==> src/rtl/temp_pkg.sv <==
// Shared types and constants for the temperature filter.
//   temp_t        : signed 8-bit temperature in degrees C
//   out_state_t   : output-side handshake state
//   TEMP_MIN_INIT / TEMP_MAX_INIT : empty-tracker values for min/max
package temp_pkg;

  typedef logic signed [7:0] temp_t;

  typedef enum logic {
    S_EMPTY = 1'b0,
    S_FULL  = 1'b1
  } out_state_t;

  localparam temp_t TEMP_MIN_INIT = temp_t'(8'h7f);
  localparam temp_t TEMP_MAX_INIT = temp_t'(8'h80);

endpackage

==> src/rtl/temp_alarm_hyst.sv <==
// Registered hysteresis comparator.
// DIR_HI=1: sets when value >= THRESH, clears when value < THRESH-HYST.
// DIR_HI=0: sets when value <= THRESH, clears when value > THRESH+HYST.
// Between the set and clear points the alarm holds.
// Ports:
//   clk_i, reset_i : clock, synchronous active-high reset
//   update_i       : evaluate value_i this cycle
//   value_i        : signed 8-bit value under test
//   alarm_o        : registered alarm
module temp_alarm_hyst #(
  parameter int THRESH = 85,
  parameter int HYST   = 3,
  parameter bit DIR_HI = 1'b1
) (
  input  logic       clk_i,
  input  logic       reset_i,
  input  logic       update_i,
  input  logic [7:0] value_i,
  output logic       alarm_o
);

  // 10-bit signed compares so THRESH +/- HYST never wraps
  localparam logic signed [9:0] SET_TH = 10'(THRESH);
  localparam logic signed [9:0] CLR_TH = DIR_HI ? 10'(THRESH - HYST) : 10'(THRESH + HYST);

  logic signed [9:0] value_s;
  logic              alarm_q, alarm_d;

  assign value_s = {{2{value_i[7]}}, value_i};

  always_comb begin
    alarm_d = alarm_q;
    if (DIR_HI) begin
      if (value_s >= SET_TH)     alarm_d = 1'b1;
      else if (value_s < CLR_TH) alarm_d = 1'b0;
    end else begin
      if (value_s <= SET_TH)     alarm_d = 1'b1;
      else if (value_s > CLR_TH) alarm_d = 1'b0;
    end
  end

  always_ff @(posedge clk_i) begin
    if (reset_i)       alarm_q <= 1'b0;
    else if (update_i) alarm_q <= alarm_d;
  end

  assign alarm_o = alarm_q;

endmodule

==> src/rtl/temp_filter.sv <==
// Block-averaging filter for temperature-sensor conversions.
// Averages 2^AVG_LOG2 samples, presents the result on a valid/ready
// output, and tracks hysteresis alarms, raw min/max and a stale flag.
// Ports:
//   clk_i, reset_i     : clock, synchronous active-high reset
//   sample_valid_i     : 1-cycle strobe, new conversion present
//   sample_temp_i      : signed degrees C of the conversion
//   sample_count_i     : raw integration count of the conversion
//   clr_minmax_i       : clears the min/max trackers
//   out_ready_i        : consumer accepts avg_temp_o
//   out_valid_o        : avg_temp_o holds an unconsumed average
//   avg_temp_o         : signed block average (floor)
//   last_count_o       : sample_count of the latest sample
//   temp_min_o/_max_o  : signed running min/max of raw samples
//   alarm_hi_o/_lo_o   : hysteresis alarms on the average
//   overrun_o          : sticky, an unconsumed average was overwritten
//   stale_o            : no sample for TIMEOUT cycles
module temp_filter
  import temp_pkg::*;
#(
  parameter int AVG_LOG2 = 2,
  parameter int TH_HI    = 85,
  parameter int TH_LO    = -20,
  parameter int HYST     = 3,
  parameter int TIMEOUT  = 1000
) (
  input  logic       clk_i,
  input  logic       reset_i,
  input  logic       sample_valid_i,
  input  logic [7:0] sample_temp_i,
  input  logic [7:0] sample_count_i,
  input  logic       clr_minmax_i,
  input  logic       out_ready_i,
  output logic       out_valid_o,
  output logic [7:0] avg_temp_o,
  output logic [7:0] last_count_o,
  output logic [7:0] temp_min_o,
  output logic [7:0] temp_max_o,
  output logic       alarm_hi_o,
  output logic       alarm_lo_o,
  output logic       overrun_o,
  output logic       stale_o
);

  localparam int AW = 8 + AVG_LOG2;
  // keep the counter at least 1 bit wide; with AVG_LOG2=0 it stays at 0
  localparam int CW = (AVG_LOG2 == 0) ? 1 : AVG_LOG2;
  localparam logic [CW-1:0] CNT_LAST = CW'((1 << AVG_LOG2) - 1);
  localparam logic [15:0]   TO_VAL   = 16'(TIMEOUT);

  temp_t             sample_s;
  temp_t             avg_new;
  logic signed [AW-1:0] acc_q, acc_d, sum, sum_shr;
  logic [CW-1:0]     cnt_q, cnt_d;
  logic              complete;

  logic [7:0]        last_count_q, last_count_d;
  temp_t             min_q, min_d, max_q, max_d;
  logic [15:0]       timer_q, timer_d;
  logic              stale_q;

  out_state_t        state_q;
  logic              out_valid_q;
  temp_t             avg_q;
  logic              overrun_q;

  assign sample_s = temp_t'(sample_temp_i);
  assign sum      = acc_q + AW'(sample_s);
  assign sum_shr  = sum >>> AVG_LOG2;
  assign avg_new  = temp_t'(sum_shr[7:0]);
  assign complete = sample_valid_i && (cnt_q == CNT_LAST);

  always_comb begin
    acc_d        = acc_q;
    cnt_d        = cnt_q;
    last_count_d = last_count_q;
    if (sample_valid_i) begin
      acc_d        = complete ? '0 : sum;
      cnt_d        = complete ? '0 : cnt_q + CW'(1);
      last_count_d = sample_count_i;
    end
  end

  always_comb begin
    min_d = min_q;
    max_d = max_q;
    if (clr_minmax_i) begin
      min_d = sample_valid_i ? sample_s : TEMP_MIN_INIT;
      max_d = sample_valid_i ? sample_s : TEMP_MAX_INIT;
    end else if (sample_valid_i) begin
      if (sample_s < min_q) min_d = sample_s;
      if (sample_s > max_q) max_d = sample_s;
    end
  end

  always_comb begin
    timer_d = timer_q;
    if (sample_valid_i)          timer_d = '0;
    else if (timer_q != TO_VAL)  timer_d = timer_q + 16'd1;
  end

  always_ff @(posedge clk_i) begin
    if (reset_i) begin
      acc_q        <= '0;
      cnt_q        <= '0;
      last_count_q <= '0;
      min_q        <= TEMP_MIN_INIT;
      max_q        <= TEMP_MAX_INIT;
      timer_q      <= '0;
      stale_q      <= 1'b0;
    end else begin
      acc_q        <= acc_d;
      cnt_q        <= cnt_d;
      last_count_q <= last_count_d;
      min_q        <= min_d;
      max_q        <= max_d;
      timer_q      <= timer_d;
      // compare the next timer value so a sample drops stale one cycle later
      stale_q      <= (timer_d == TO_VAL);
    end
  end

  // Output-side handshake: a completion always loads, ready only drains
  // when no new average arrives in the same cycle.
  always_ff @(posedge clk_i) begin
    if (reset_i) begin
      state_q     <= S_EMPTY;
      out_valid_q <= 1'b0;
      avg_q       <= '0;
      overrun_q   <= 1'b0;
    end else begin
      case (state_q)
        S_EMPTY: begin
          if (complete) begin
            avg_q       <= avg_new;
            state_q     <= S_FULL;
            out_valid_q <= 1'b1;
          end
        end
        S_FULL: begin
          if (complete) begin
            avg_q <= avg_new;
            if (!out_ready_i) overrun_q <= 1'b1;
          end else if (out_ready_i) begin
            state_q     <= S_EMPTY;
            out_valid_q <= 1'b0;
          end
        end
        default: begin
          state_q     <= S_EMPTY;
          out_valid_q <= 1'b0;
        end
      endcase
    end
  end

  temp_alarm_hyst #(
    .THRESH (TH_HI),
    .HYST   (HYST),
    .DIR_HI (1'b1)
  ) u_alarm_hi (
    .clk_i    (clk_i),
    .reset_i  (reset_i),
    .update_i (complete),
    .value_i  (avg_new),
    .alarm_o  (alarm_hi_o)
  );

  temp_alarm_hyst #(
    .THRESH (TH_LO),
    .HYST   (HYST),
    .DIR_HI (1'b0)
  ) u_alarm_lo (
    .clk_i    (clk_i),
    .reset_i  (reset_i),
    .update_i (complete),
    .value_i  (avg_new),
    .alarm_o  (alarm_lo_o)
  );

  assign out_valid_o  = out_valid_q;
  assign avg_temp_o   = avg_q;
  assign last_count_o = last_count_q;
  assign temp_min_o   = min_q;
  assign temp_max_o   = max_q;
  assign overrun_o    = overrun_q;
  assign stale_o      = stale_q;

endmodule
==> config.mk <==
export PLATFORM = sky130hd
export DESIGN_NAME = temp_filter
export DESIGN_NICKNAME = d
export VERILOG_FILES = /design/src/rtl/temp_pkg.sv /design/src/rtl/temp_alarm_hyst.sv /design/src/rtl/temp_filter.sv
export SDC_FILE = /design/constraint.sdc
export NUM_CORES = 1
export LEC_CHECK = 0
export ABC_CLOCK_PERIOD_IN_PS = 3100
export BUFFER_PORTS_ARGS = -buffer_cell sky130_fd_sc_hd__clkbuf_2
export CORE_ASPECT_RATIO = 0.9
export CORE_MARGIN = 4
export CORE_UTILIZATION = 41
export CTS_BUF_LIST = sky130_fd_sc_hd__clkbuf_4 sky130_fd_sc_hd__clkbuf_8
export DETAILED_ROUTE_END_ITERATION = 8
export GPL_TIMING_DRIVEN = 0
export HOLD_SLACK_MARGIN = 0.02
export PLACE_DENSITY_LB_ADDON = 0.12
export SYNTH_ARGS = -nofsm -noshare
export SYNTH_HDL_FRONTEND = slang
export SYNTH_SLANG_ARGS = --single-unit
==> constraint.sdc <==
create_clock -name clk_i -period 3.1 [get_ports clk_i]
set_input_delay 0.465 -clock clk_i [delete_from_list [all_inputs] [get_ports clk_i]]
set_output_delay 0.465 -clock clk_i [all_outputs]
set_load 0.01 [all_outputs]
==> out/metrics.yaml <==
route:
  highest_layer: "met4"
  wl_met1_um: 4410
  wl_met2_um: 3920
  antenna_left: 0
  drt-initial-drc-count: 154
  via_per_inst: 5.28
  num_vias: 3324
  wl_met3_um: 492
  remaining_drc_errors: 0
  drt-total-wl_um: 8900
  wl_per_cell_um: 14.1
  firstDrtPassIters: 4
status:
  outcome: "finished clean"
synthesis:
  syn_avg_cell_area_um2: 8.44
  synth_cell_type_count: 64
  ys.flop_type: "dfxtp_1"
  synthCells: 439
  yosysSeqAreaShare: 0.357
  synthesis.area_um2: 3700
  synth-edff-count: 0
  ys_seq_elements: 66
  ys_warn_count: 0
  syn-num-nets: 488
  synthArstFlopShare: 0
timing:
  fmax_mhz: 419
  period_needed_ps: 2390
  rsz0062_at_grt: "no"
  hold_viol_final: 0
  final.setup.tns_ps: 0
  tightestPinTransition_ps: 676
  slew_headroom: 0.550
  min_period_over_period: 0.770
  timing.final.max_slew_violations: 0
  setup_violations: 0
  finClkSkew_ps: 4.44
pwr:
  powerDensity_nw_per_um2: 516
  p_total_mw: 2.25
  vdd_drop_max_uv: 193
  total_leakage_power_nw: 1.94
placed_design:
  place_congestion: 0.807
  io_buffers: 56
  dp_hpwl_um: 6560
floorplan:
  ios: 58
  rows: 32
  die_h_um: 98.2
  start_util: 0.426
  die_x_um: 108
  die_area_um2: 10600
  core_um2: 8690
clock_network:
  cts_tree: "built"
  post-cts-setup-buffers: 0
  cts_resized: 0
  cts.sinks: 66
  cts_buffer_depth: 2
  cts_hold_buf: 0
  clockRootBuffer: "clkbuf_8"
  clk_latency_ps: 350
  cts_made_buffers: 9
  htreeDepth: 3
  clk_pin_slew_ps: 80
job:
  drv_cap: 0
critical_path:
  startpoint: "acc_q[0]"
  end_kind: "flop"
  required_ps: 3370
  crit_fanout: 4
  slowest_stage: "fa_1"
  crit_path_start_kind: "flop"
  crit_chain: "ha_1, fa_1, a21o_1, a22oi_1, mux2_2, nor2_1, nor2_1, a211oi_2"
  r2r_start: "acc_q[0]"
  crit_type: "flop to flop"
  cpPeakStageDelay_ps: 440
  worstPathArrival_ps: 2660
  cp_common_cell: "nor2_1"
grt:
  grt_overflow: 0
  grt_pass1_wl_um: 15200
  antenna_found_initial: 0
  track_usage: 0.177
  first_global_vias: 3066
  grt_start_max_net_pins: 13
finish:
  finalNetCount: 555
  syn2layout_area_growth_pct: 17.7
  drive_gt1_frac: 0.184
  num_antenna_cells: 0
  num-fill-cells: 856
worst_hold_path:
  hp-class: "input port to flop"
  hp-start: "out_ready_i"
## area by class of cell
cell class	instances	area (um2)	area share
Tap cell	119	149	0.0341
Timing Repair Buffer	56	280	0.0643
Sequential cell	66	1320	0.303
Clock inverter	6	88.8	0.0204
Buffer	22	96.3	0.0221
Multi-Input combinational cell	324	2190	0.501
Clock buffer	10	138	0.0316
Inverter	27	101	0.0232
## layer usage
layer / up-vias / GRT usage
met5: - / 0
met2: 76 / 0.274
met3: 8 / 0.0516
met4: 0 / 0.0350
li1: 1683 / -
met1: 1557 / 0.245
## critical path: cells and delay by family (launching register included)
family | cells | cell delay, ps
multiplexers | 1 | 370
adder cells (fa/ha/maj) | 2 | 650
AND/OR/NAND/NOR | 2 | 320
flip-flops | 1 | 320
AO/OA/AOI/OAI | 3 | 640
## flip-flops by register name, summed over array words and instances, names as in the netlist
name and flops:
acc_q 10, avg_temp_o 8, cnt_q 2, last_count_o 8
out_valid_o 1, overrun_o 1, stale_o 1, state_q 1
temp_max_o 8, temp_min_o 8, timer_q 16, u_alarm_hi.alarm_o 1
u_alarm_lo.alarm_o 1
## final timing paths
kind	endpoint	slack [ps]	cells after the start
setup reg to reg	u_alarm_lo.alarm_o	710	8
setup / recovery	u_alarm_lo.alarm_o	710	8
hold reg to reg	avg_temp_o[4]	460	2
hold / removal	out_valid_o	320	2
## report_power, final
part	internal [mW]	switching, mW	total, mW	leakage, nW
clock network	0.476	0.357	0.833	0.109
logic	0.202	0.296	0.498	1.29
registers	0.890	0.0288	0.919	0.539
total	1.57	0.683	2.25	1.94
## per-stage QoR
stage          cell area (um2)  setup WS (ps)  instances  utilization  hold slack [ps]
6_report                  4360            712        630        0.502              323
5_1_grt                   4360            556        630        0.502              325
4_1_cts                   4360            735        630        0.502              309
3_5_place_dp              4130            407        614        0.476              452
3_3_place_gp              4130            443        614        0.476              448
2_1_floorplan             3700            793        439            -              445
## cells by family (layout without fill, tap and decap cells)
kind of cell               Yosys count  in the layout  synth area share
xor gates and xnor gates            24             24            0.0567
AOI/OAI and AO/OA                  104            104             0.200
adders and majority gates           28             28            0.0966
muxes                               13             13            0.0355
buffers and inverters               49            121            0.0534
and+or+nand+nor                    155            155             0.202
DFF                                 66             66             0.357
## synthesized netlist by cell type (7+ instances only)
library cell  instances  area, um2
a21o_1               10       75.1
a21oi_1              30        150
a32oi_1               7       61.3
clkbuf_1             13       48.8
dfxtp_1              66       1320
ha_1                 27        338
inv_1                27        101
mux2i_1              12        120
nand2_1              27        101
nand3_1              17       85.1
nor2_1               65        244
nor3_1                8       40.0
o21ai_0              17       85.1
xnor2_1              11       96.3
xor2_1               13        114
## cells in the final DEF, fill, tap and decap left out, types with 12 or more instances in the layout
master     n
clkbuf_1  13
inv_1     27
clkbuf_2  56
ha_1      27
nand2_1   27
nand3_1   17
xor2_1    13
dfxtp_1   66
o21ai_0   17
a21oi_1   30
mux2i_1   12
nor2_1    65
(Power assumes the default switching activity.)
